==> src/rtl/nx1_stream_mux.sv <==
// N-input registered stream multiplexer with manual-select or round-robin grant.
// One output register stage; the source index travels with each beat.
module nx1_stream_mux #(
  parameter int unsigned WIDTH = 32,
  parameter int unsigned N = 4,
  localparam int unsigned SELW = $clog2(N)
) (
  input  logic                 clk,
  input  logic                 rst_n,
  input  logic [N*WIDTH-1:0]   in_data,
  input  logic [N-1:0]         in_valid,
  output logic [N-1:0]         in_ready,
  input  logic                 mode,
  input  logic [SELW-1:0]      sel,
  output logic [WIDTH-1:0]     out_data,
  output logic                 out_valid,
  input  logic                 out_ready,
  output logic [SELW-1:0]      out_src,
  output logic [15:0]          beat_cnt
);

  localparam int unsigned IDXW = SELW + 1;

  logic            load_en;
  logic            grant_valid;
  logic [SELW-1:0] grant;
  logic [SELW-1:0] ptr;
  logic [IDXW-1:0] scan_idx;
  logic            xfer;

  assign load_en = !out_valid || out_ready;

  // Grant selection: sel in manual mode, first valid channel from ptr in round-robin.
  always_comb begin
    grant_valid = 1'b0;
    grant       = '0;
    scan_idx    = '0;
    if (!mode) begin
      grant       = sel;
      grant_valid = (32'(sel) < N);
    end else begin
      for (int unsigned i = 0; i < N; i++) begin
        scan_idx = IDXW'(ptr) + IDXW'(i);
        if (scan_idx >= IDXW'(N)) scan_idx = scan_idx - IDXW'(N);
        if (!grant_valid && in_valid[scan_idx[SELW-1:0]]) begin
          grant_valid = 1'b1;
          grant       = scan_idx[SELW-1:0];
        end
      end
    end
  end

  always_comb begin
    in_ready = '0;
    if (rst_n && load_en && grant_valid) in_ready[grant] = 1'b1;
  end

  assign xfer = load_en && grant_valid && in_valid[grant];

  // Output register stage, beat counter and round-robin pointer.
  always_ff @(posedge clk or negedge rst_n) begin
    if (!rst_n) begin
      out_data  <= '0;
      out_valid <= 1'b0;
      out_src   <= '0;
      beat_cnt  <= '0;
      ptr       <= '0;
    end else if (load_en) begin
      if (xfer) begin
        out_data  <= in_data[32'(grant)*WIDTH +: WIDTH];
        out_src   <= grant;
        out_valid <= 1'b1;
        beat_cnt  <= beat_cnt + 16'd1;
        if (mode) ptr <= (32'(grant) == N - 1) ? '0 : grant + 1'b1;
      end else begin
        out_valid <= 1'b0;
      end
    end
  end

endmodule

==> config.mk <==
export PLATFORM = sky130hd
export DESIGN_NAME = nx1_stream_mux
export DESIGN_NICKNAME = d
export VERILOG_FILES = /design/src/rtl/nx1_stream_mux.sv
export SDC_FILE = /design/constraint.sdc
export NUM_CORES = 1
export LEC_CHECK = 0
export CAP_MARGIN = 20
export CORE_UTILIZATION = 45
export CTS_CLUSTER_DIAMETER = 40
export DETAILED_ROUTE_END_ITERATION = 10
export DONT_BUFFER_PORTS = 1
export PLACE_DENSITY_LB_ADDON = 0.12
export SLEW_MARGIN = 30
export SYNTH_ARGS = -nofsm -noshare
export SYNTH_HDL_FRONTEND = slang
export SYNTH_SLANG_ARGS = --single-unit
==> constraint.sdc <==
create_clock -name clk -period 6.4 [get_ports clk]
set_input_delay 0.96 -clock clk [delete_from_list [all_inputs] [get_ports clk]]
set_output_delay 0.96 -clock clk [all_outputs]
set_load 0.05 [all_outputs]
==> reports/qor.csv, run 1 <==
metric,value,unit
crit end category,output port,
fin. max-slew vios,0,
setup slack after layout,1.943,ns
WL per Instance,22.14,um
drt initial violations,128,
gpl congestion,0.8223,
maxcap violations,0,
#FFs+latches synth,53,
dpl ws,1.119,ns
kind of critical path,in2out,
Synth warnings,0,
final antenna diode count,0,
CTS tree,done,
IO buf count,0,
Final Setup Violations,0,
DRC,0,
CP max stage delay,0.61,ns
worst skew pair latency,0.31,ns
post-detailed-route via-to-cell ratio,6.847,
first-pass GRT wire length,16150,um
DRT Pass-1 Iters,4,
Final Skew,0.008854,ns
root buf cell,clkbuf_8,
RSZ-0062 raised after global routing,no,
Nets,538,
Setup TNS,0,ns
Hold WS,0.3312,ns
post-CTS setup buffer count,0,
fmax,224.4,MHz
status,"complete, no violations",
Worst-Margin Slew,0.9355,ns
initial core utilization,47.00,%
Top Metal Used,met4,
number of global-route vias before repair,3137,
Synth-to-Final Area Change,2.841,%
CP Data Required Time,5.44,ns
IO Count,193,
CP Launch Type,input pin,
post-synth cell types,49,
period utilization,69.64,%
synthesized area,0.003920,mm^2
"commonest non-fill, non-tap cells in the layout","nand3_1, nand4_1, dfrtp_1",
CTS sink cnt,53,
Detail Route Antenna Nets,0,
Num CTS Buffers,5,
Post-synth top flop,dfrtp_1,
Syn Inst Count,433,
die area,0.009089,mm^2
largest net degree at the start of global routing,100,
post-CTS sizing,0,
Horiz. Die Dim,95.34,um
P per Cell Area,495.1,mW/mm^2
worst vdd ir,0.1871,mV
DP Wirelength,7626,um
Syn Nets,574,
Static Leak,1.613,nW
H-Tree Depth,2,
Synth Area per Inst,9.053,um^2
hold_buf cts,0,
Total GRT Usage,23.39,%
number of fill cells in the layout,816,
core area,0.008341,mm^2
Final Hold Fails,0,
Die H,95.34,um
"commonest non-fill, non-tap cell in the layout",nand3_1,
"FFs w/ async S/R, synth",100.0,%
wl on met1,4712,um
data arrival time of the critical path,3.50,ns
final WL,11140,um
worst-path maximum fanout,37,
num rows,33,
Worst path slowest cell,nor2_8,
routed wl met3,788,um
proportion of layout cells with a drive suffix above 1,14.07,%
clock transition at the registers of the reported paths,0.10,ns
Post-synth EDFFs,0,
Min-Delay Path Class,in2async,
met2 routed WL,5437,um
CTS Buffer Depth,2,
max-slew headroom at the worst pin,37.64,%
initial antenna violation count,0,
total gr overflow,0,
"Critical Path, Cell by Cell",a21boi_0 -> o221ai_4 -> nor2_8 -> inv_2 -> ha_1 -> and3_1,
sequential element share of the synthesized area,33.83,%
Via Count,3444,
Tmin final,4.457,ns
[critical path, delay by kind of cell]
family,cells,cell delay [ns]
buffers and inverters,1,0.44
AOI/OAI and AO/OA,2,0.81
adders and majority gates,1,0.32
and+or+nand+nor,2,0.94
[worst paths after layout]
| path | slack [ns] | cells past startpoint | endpoint | from |
|---|---|---|---|---|
| max in group asynchronous | 5.97 | 0 | out_data[15] | rst_n |
| worst min register to register | 0.71 | 2 | ptr[0] | ptr[0] |
| worst max register to register | 3.01 | 7 | out_data[21] | ptr[1] |
| min in group clk | 0.71 | 2 | ptr[0] | ptr[0] |
| worst max-delay path | 1.94 | 6 | in_ready[2] | in_valid[1] |
| worst min-delay path | 0.33 | 0 | beat_cnt[9] | rst_n |
[per-layer routing]
layer / up-vias / track usage, %
li1: 1623 / -
met1: 1666 / 28.41
met5: - / 0
met4: 0 / 7.828
met2: 140 / 40.24
met3: 15 / 5.742
[final cells by class]
cell class              count  area, um^2  share of cell area [%]
clock buffers               7       86.33                   2.142
clock inverters             1       30.03                  0.7449
inverters                   6       22.52                  0.5587
multi-input cells         325        2377                   58.97
flip-flops and latches     53        1326                   32.90
well taps                 105       131.4                   3.259
repair buffers              6       57.56                   1.428
[Yosys cell counts, types with 2 or more instances]
cell,number,area share [%]
buf_6,3,0.86
nand4_1,70,11
mux2_2,27,7.8
a211oi_1,8,1.5
a21oi_1,2,0.26
nor3_1,2,0.26
nand2_1,7,0.67
nor3b_1,2,0.38
o221a_2,2,0.57
buf_2,11,1.4
a22o_1,32,7.1
inv_1,5,0.48
nand3_1,74,9.4
o221ai_2,2,0.77
dfrtp_1,53,34
o21ai_0,32,4.1
a2111oi_0,3,0.67
buf_1,4,0.38
and3_1,4,0.64
clkbuf_1,29,2.8
nand2b_1,3,0.48
ha_1,3,0.96
a21boi_0,2,0.38
nor2_1,4,0.38
xor2_1,14,3.1
nand4bb_1,2,0.57
mux2_1,9,2.6
a2111oi_2,3,1.1
[registers in the layout, summed over array words and instances (netlist names)]
name       flops
out_data      32
beat_cnt      16
out_src        2
ptr            2
out_valid      1
[logic make-up after synthesis]
group	share of synthesized area (%)
buffers and inverters	6.319
adder cells (fa/ha/maj)	0.9577
XOR/XNOR	3.352
multiplexers	10.98
AND/OR/NAND/NOR	25.47
AO/OA/AOI/OAI	19.09
flip-flops	33.83
[report_power, final]
| part | total [mW] | switching, mW | internal, mW |
|---|---|---|---|
| sequential | 1.18 | 0.697 | 0.478 |
| clock | 0.240 | 0.113 | 0.128 |
| combinational | 0.580 | 0.321 | 0.259 |
[through the flow]
stage,power (mW),instance area [um^2],cells,utilization [%]
after floorplan,1.631,3920,433,-
after global placement,1.746,3894,494,46.68
after detailed placement,1.763,3895,494,46.70
after CTS,2.000,4011,502,48.09
after global routing,2.101,4031,503,48.33
final,1.996,4031,503,48.33
Note: power is estimated with default switching activity, not from simulation.
==> run 2: changes to the inputs <==
- clock period: 6.4 -> 3.8 ns (I/O delays scaled with it)
==> run 2 against run 1 <==
Net effect:
- hold slack got worse by 0.23 ns
- sequential power grew 67%
- critical path depth did not move
- critical path type is now reg2out
==> reports/qor.csv, run 2 (synthesis gave the netlist of run 1 again) <==
metric,value,unit,change
largest registers,"out_data: 32 flops, beat_cnt: 16 flops",,unchanged
root buf cell,clkbuf_8,,unchanged
CP max stage delay,0.52,ns,was 0.61 ns
worst skew pair latency,0.31,ns,about the same
Pint,1.520,mW,was 0.8654 mW
initial antenna violation count,0,,unchanged
fin. max-slew vios,0,,unchanged
Setup TNS,0,ns,unchanged
"Top cell by count, worst path",and3_1,,
Via Count,3517,,was 3444
final WL,11410,um,was 11140 um
CTS tree,done,,unchanged
period utilization,90.39,%,
fmax,291.2,MHz,
Final Total Pwr,3.446,mW,was 1.996 mW
Horiz. Die Dim,95.34,um,unchanged
die area,0.009089,mm^2,unchanged
post-detailed-route via-to-cell ratio,6.910,,was 6.847
Worst path slowest cell,dfrtp_1,,was nor2_8
Gate power share,29.4,%,was 29.1%
clock transition at the registers of the reported paths,0.10,ns,about the same
CTS Buffer Depth,2,,unchanged
drt initial violations,122,,was 128
sequential share of power,57.3,%,was 58.9%
Total GRT Usage,24.60,%,was 23.39%
max reg flops,32,,unchanged
number of fill cells in the layout,801,,was 816
Synth-to-Final Area Change,4.692,%,was 2.841%
worst vdd ir,0.3087,mV,was 0.1871 mV
proportion of layout cells with a drive suffix above 1,15.35,%,was 14.07%
H-Tree Depth,2,,unchanged
gpl congestion,0.7463,,was 0.8223
post-CTS setup buffer count,0,,unchanged
Num CTS Buffers,5,,unchanged
number of global-route vias before repair,3208,,was 3137
crit-path leading delay family,simple AND/OR/NAND/NOR gates,,unchanged
max-slew headroom at the worst pin,40.58,%,was 37.64%
kind of critical path,reg2out,,was in2out
largest net degree at the start of global routing,97,,was 100
num rows,33,,unchanged
Worst-Margin Slew,0.8913,ns,was 0.9355 ns
DRT Pass-1 Iters,4,,unchanged
total gr overflow,0,,unchanged
reg-to-reg setup timing slack,0.96,ns,was 3.01 ns
Final Skew,0.006283,ns,was 0.008854 ns
RSZ-0062 raised after global routing,no,,unchanged
Tmin final,3.435,ns,
"commonest non-fill, non-tap cell in the layout",nand3_1,,unchanged
Sw Share,55.90,%,was 56.65%
Switch Pwr,1.926,mW,was 1.131 mW
WL per Instance,22.41,um,was 22.14 um
DRC,0,,unchanged
maxcap violations,0,,unchanged
clock share of power,13.3,%,was 12.0%
crit end category,output port,,unchanged
first-pass GRT wire length,17040,um,was 16150 um
Largest Register,out_data,,unchanged
data arrival time of the critical path,2.86,ns,was 3.50 ns
Detail Route Antenna Nets,0,,unchanged
Final Setup Violations,0,,unchanged
R2R Path Start,ptr[1],,unchanged
core area,0.008341,mm^2,unchanged
status,"complete, no violations",,unchanged
final antenna diode count,0,,unchanged
DP Wirelength,7783,um,was 7626 um
Die H,95.34,um,unchanged
Final Hold Fails,0,,unchanged
CTS sink cnt,53,,unchanged
IO buf count,0,,unchanged
worst reg-to-reg path cell count,8,,was 7
Static Leak,1.651,nW,was 1.613 nW
Critical R2R Capture,out_data[9],,was out_data[21]
"Critical Path, Cell by Cell",mux2_4 -> and3_1 -> nor2_8 -> clkinvlp_4 -> ha_1 -> and3_1,,was a21boi_0 -> o221ai_4 -> nor2_8 -> inv_2 -> ha_1 -> and3_1
IO Count,193,,unchanged
CP Data Required Time,3.23,ns,was 5.44 ns
Min-Delay Path Class,in2async,,unchanged
initial core utilization,47.00,%,unchanged
P per Cell Area,839.6,mW/mm^2,was 495.1 mW/mm^2
Nets,544,,was 538
"commonest non-fill, non-tap cells in the layout","nand3_1, nand4_1, dfrtp_1",,unchanged
worst-path maximum fanout,21,,was 37
CP Launch Type,register,,was input pin
"Buf+Inv Stages, Crit Path",1,,unchanged
[run 2: how the worst max path moves through the flow]
| stage | slack, ns | cells after the start | end | startpoint |
|---|---|---|---|---|
| 2_1_floorplan | 0.18 | 7 | in_ready[0] | in_valid[2] |
| 3_3_place_gp | 0.48 | 6 | in_ready[2] | in_valid[1] |
| 3_5_place_dp | 0.42 | 6 | in_ready[2] | in_valid[1] |
| 4_1_cts | 0.15 | 6 | in_ready[2] | ptr[1] |
| 5_1_grt | 0.18 | 6 | in_ready[2] | ptr[1] |
| 6_report | 0.37 | 6 | in_ready[2] | ptr[1] |
[run 2: power groups by stage]
stage / registers, mW / logic, mW / clock network (mW)
3_3_place_gp: 1.99 / 0.976 / 0
4_1_cts: 1.97 / 1.02 / 0.467
6_report: 1.97 / 1.01 / 0.460
5_1_grt: 2.02 / 1.13 / 0.489
2_1_floorplan: 1.89 / 0.860 / 0
3_5_place_dp: 1.99 / 1.00 / 0
[run 2: stage by stage]
step	setup slack, ns	area (um^2)	util [%]	instances	hold slack (ns)
final	0.3654	4104	49.20	509	0.1022
after global routing	0.1786	4104	49.20	509	0.1062
after CTS	0.1494	4100	49.16	509	0.1158
after detailed placement	0.4157	3939	47.22	500	0.2757
after global placement	0.4845	3939	47.22	500	0.2757
after floorplan	0.1750	3920	-	433	0.2744
[run 2: cell type report]
| type | count | area (um^2) | share of cell area [%] |
|---|---|---|---|
| Clock inverter | 3 | 65.06 | 1.585 |
| Timing Repair Buffer | 12 | 110.1 | 2.683 |
| Sequential cell | 53 | 1326 | 32.32 |
| Clock buffer | 5 | 68.82 | 1.677 |
| Inverter | 6 | 26.28 | 0.6402 |
| Tap cell | 105 | 131.4 | 3.201 |
| Multi-Input combinational cell | 325 | 2376 | 57.90 |
[run 2: routing by layer]
layer	share of wire, %	vias to the layer above	track usage (%)
li1	-	1634	-
met1	42	1712	32.52
met2	49	160	41.01
met3	8.1	11	5.183
met4	0.96	0	5.556
met5	0	-	0
[run 2: timing repair]
action / 4_1_cts / 5_1_grt
endpoints found under the hold margin: 53 / 0
setup endpoints to repair: 0 / 1
resized for setup: 0 / 1
hold buffers: 1 / 0
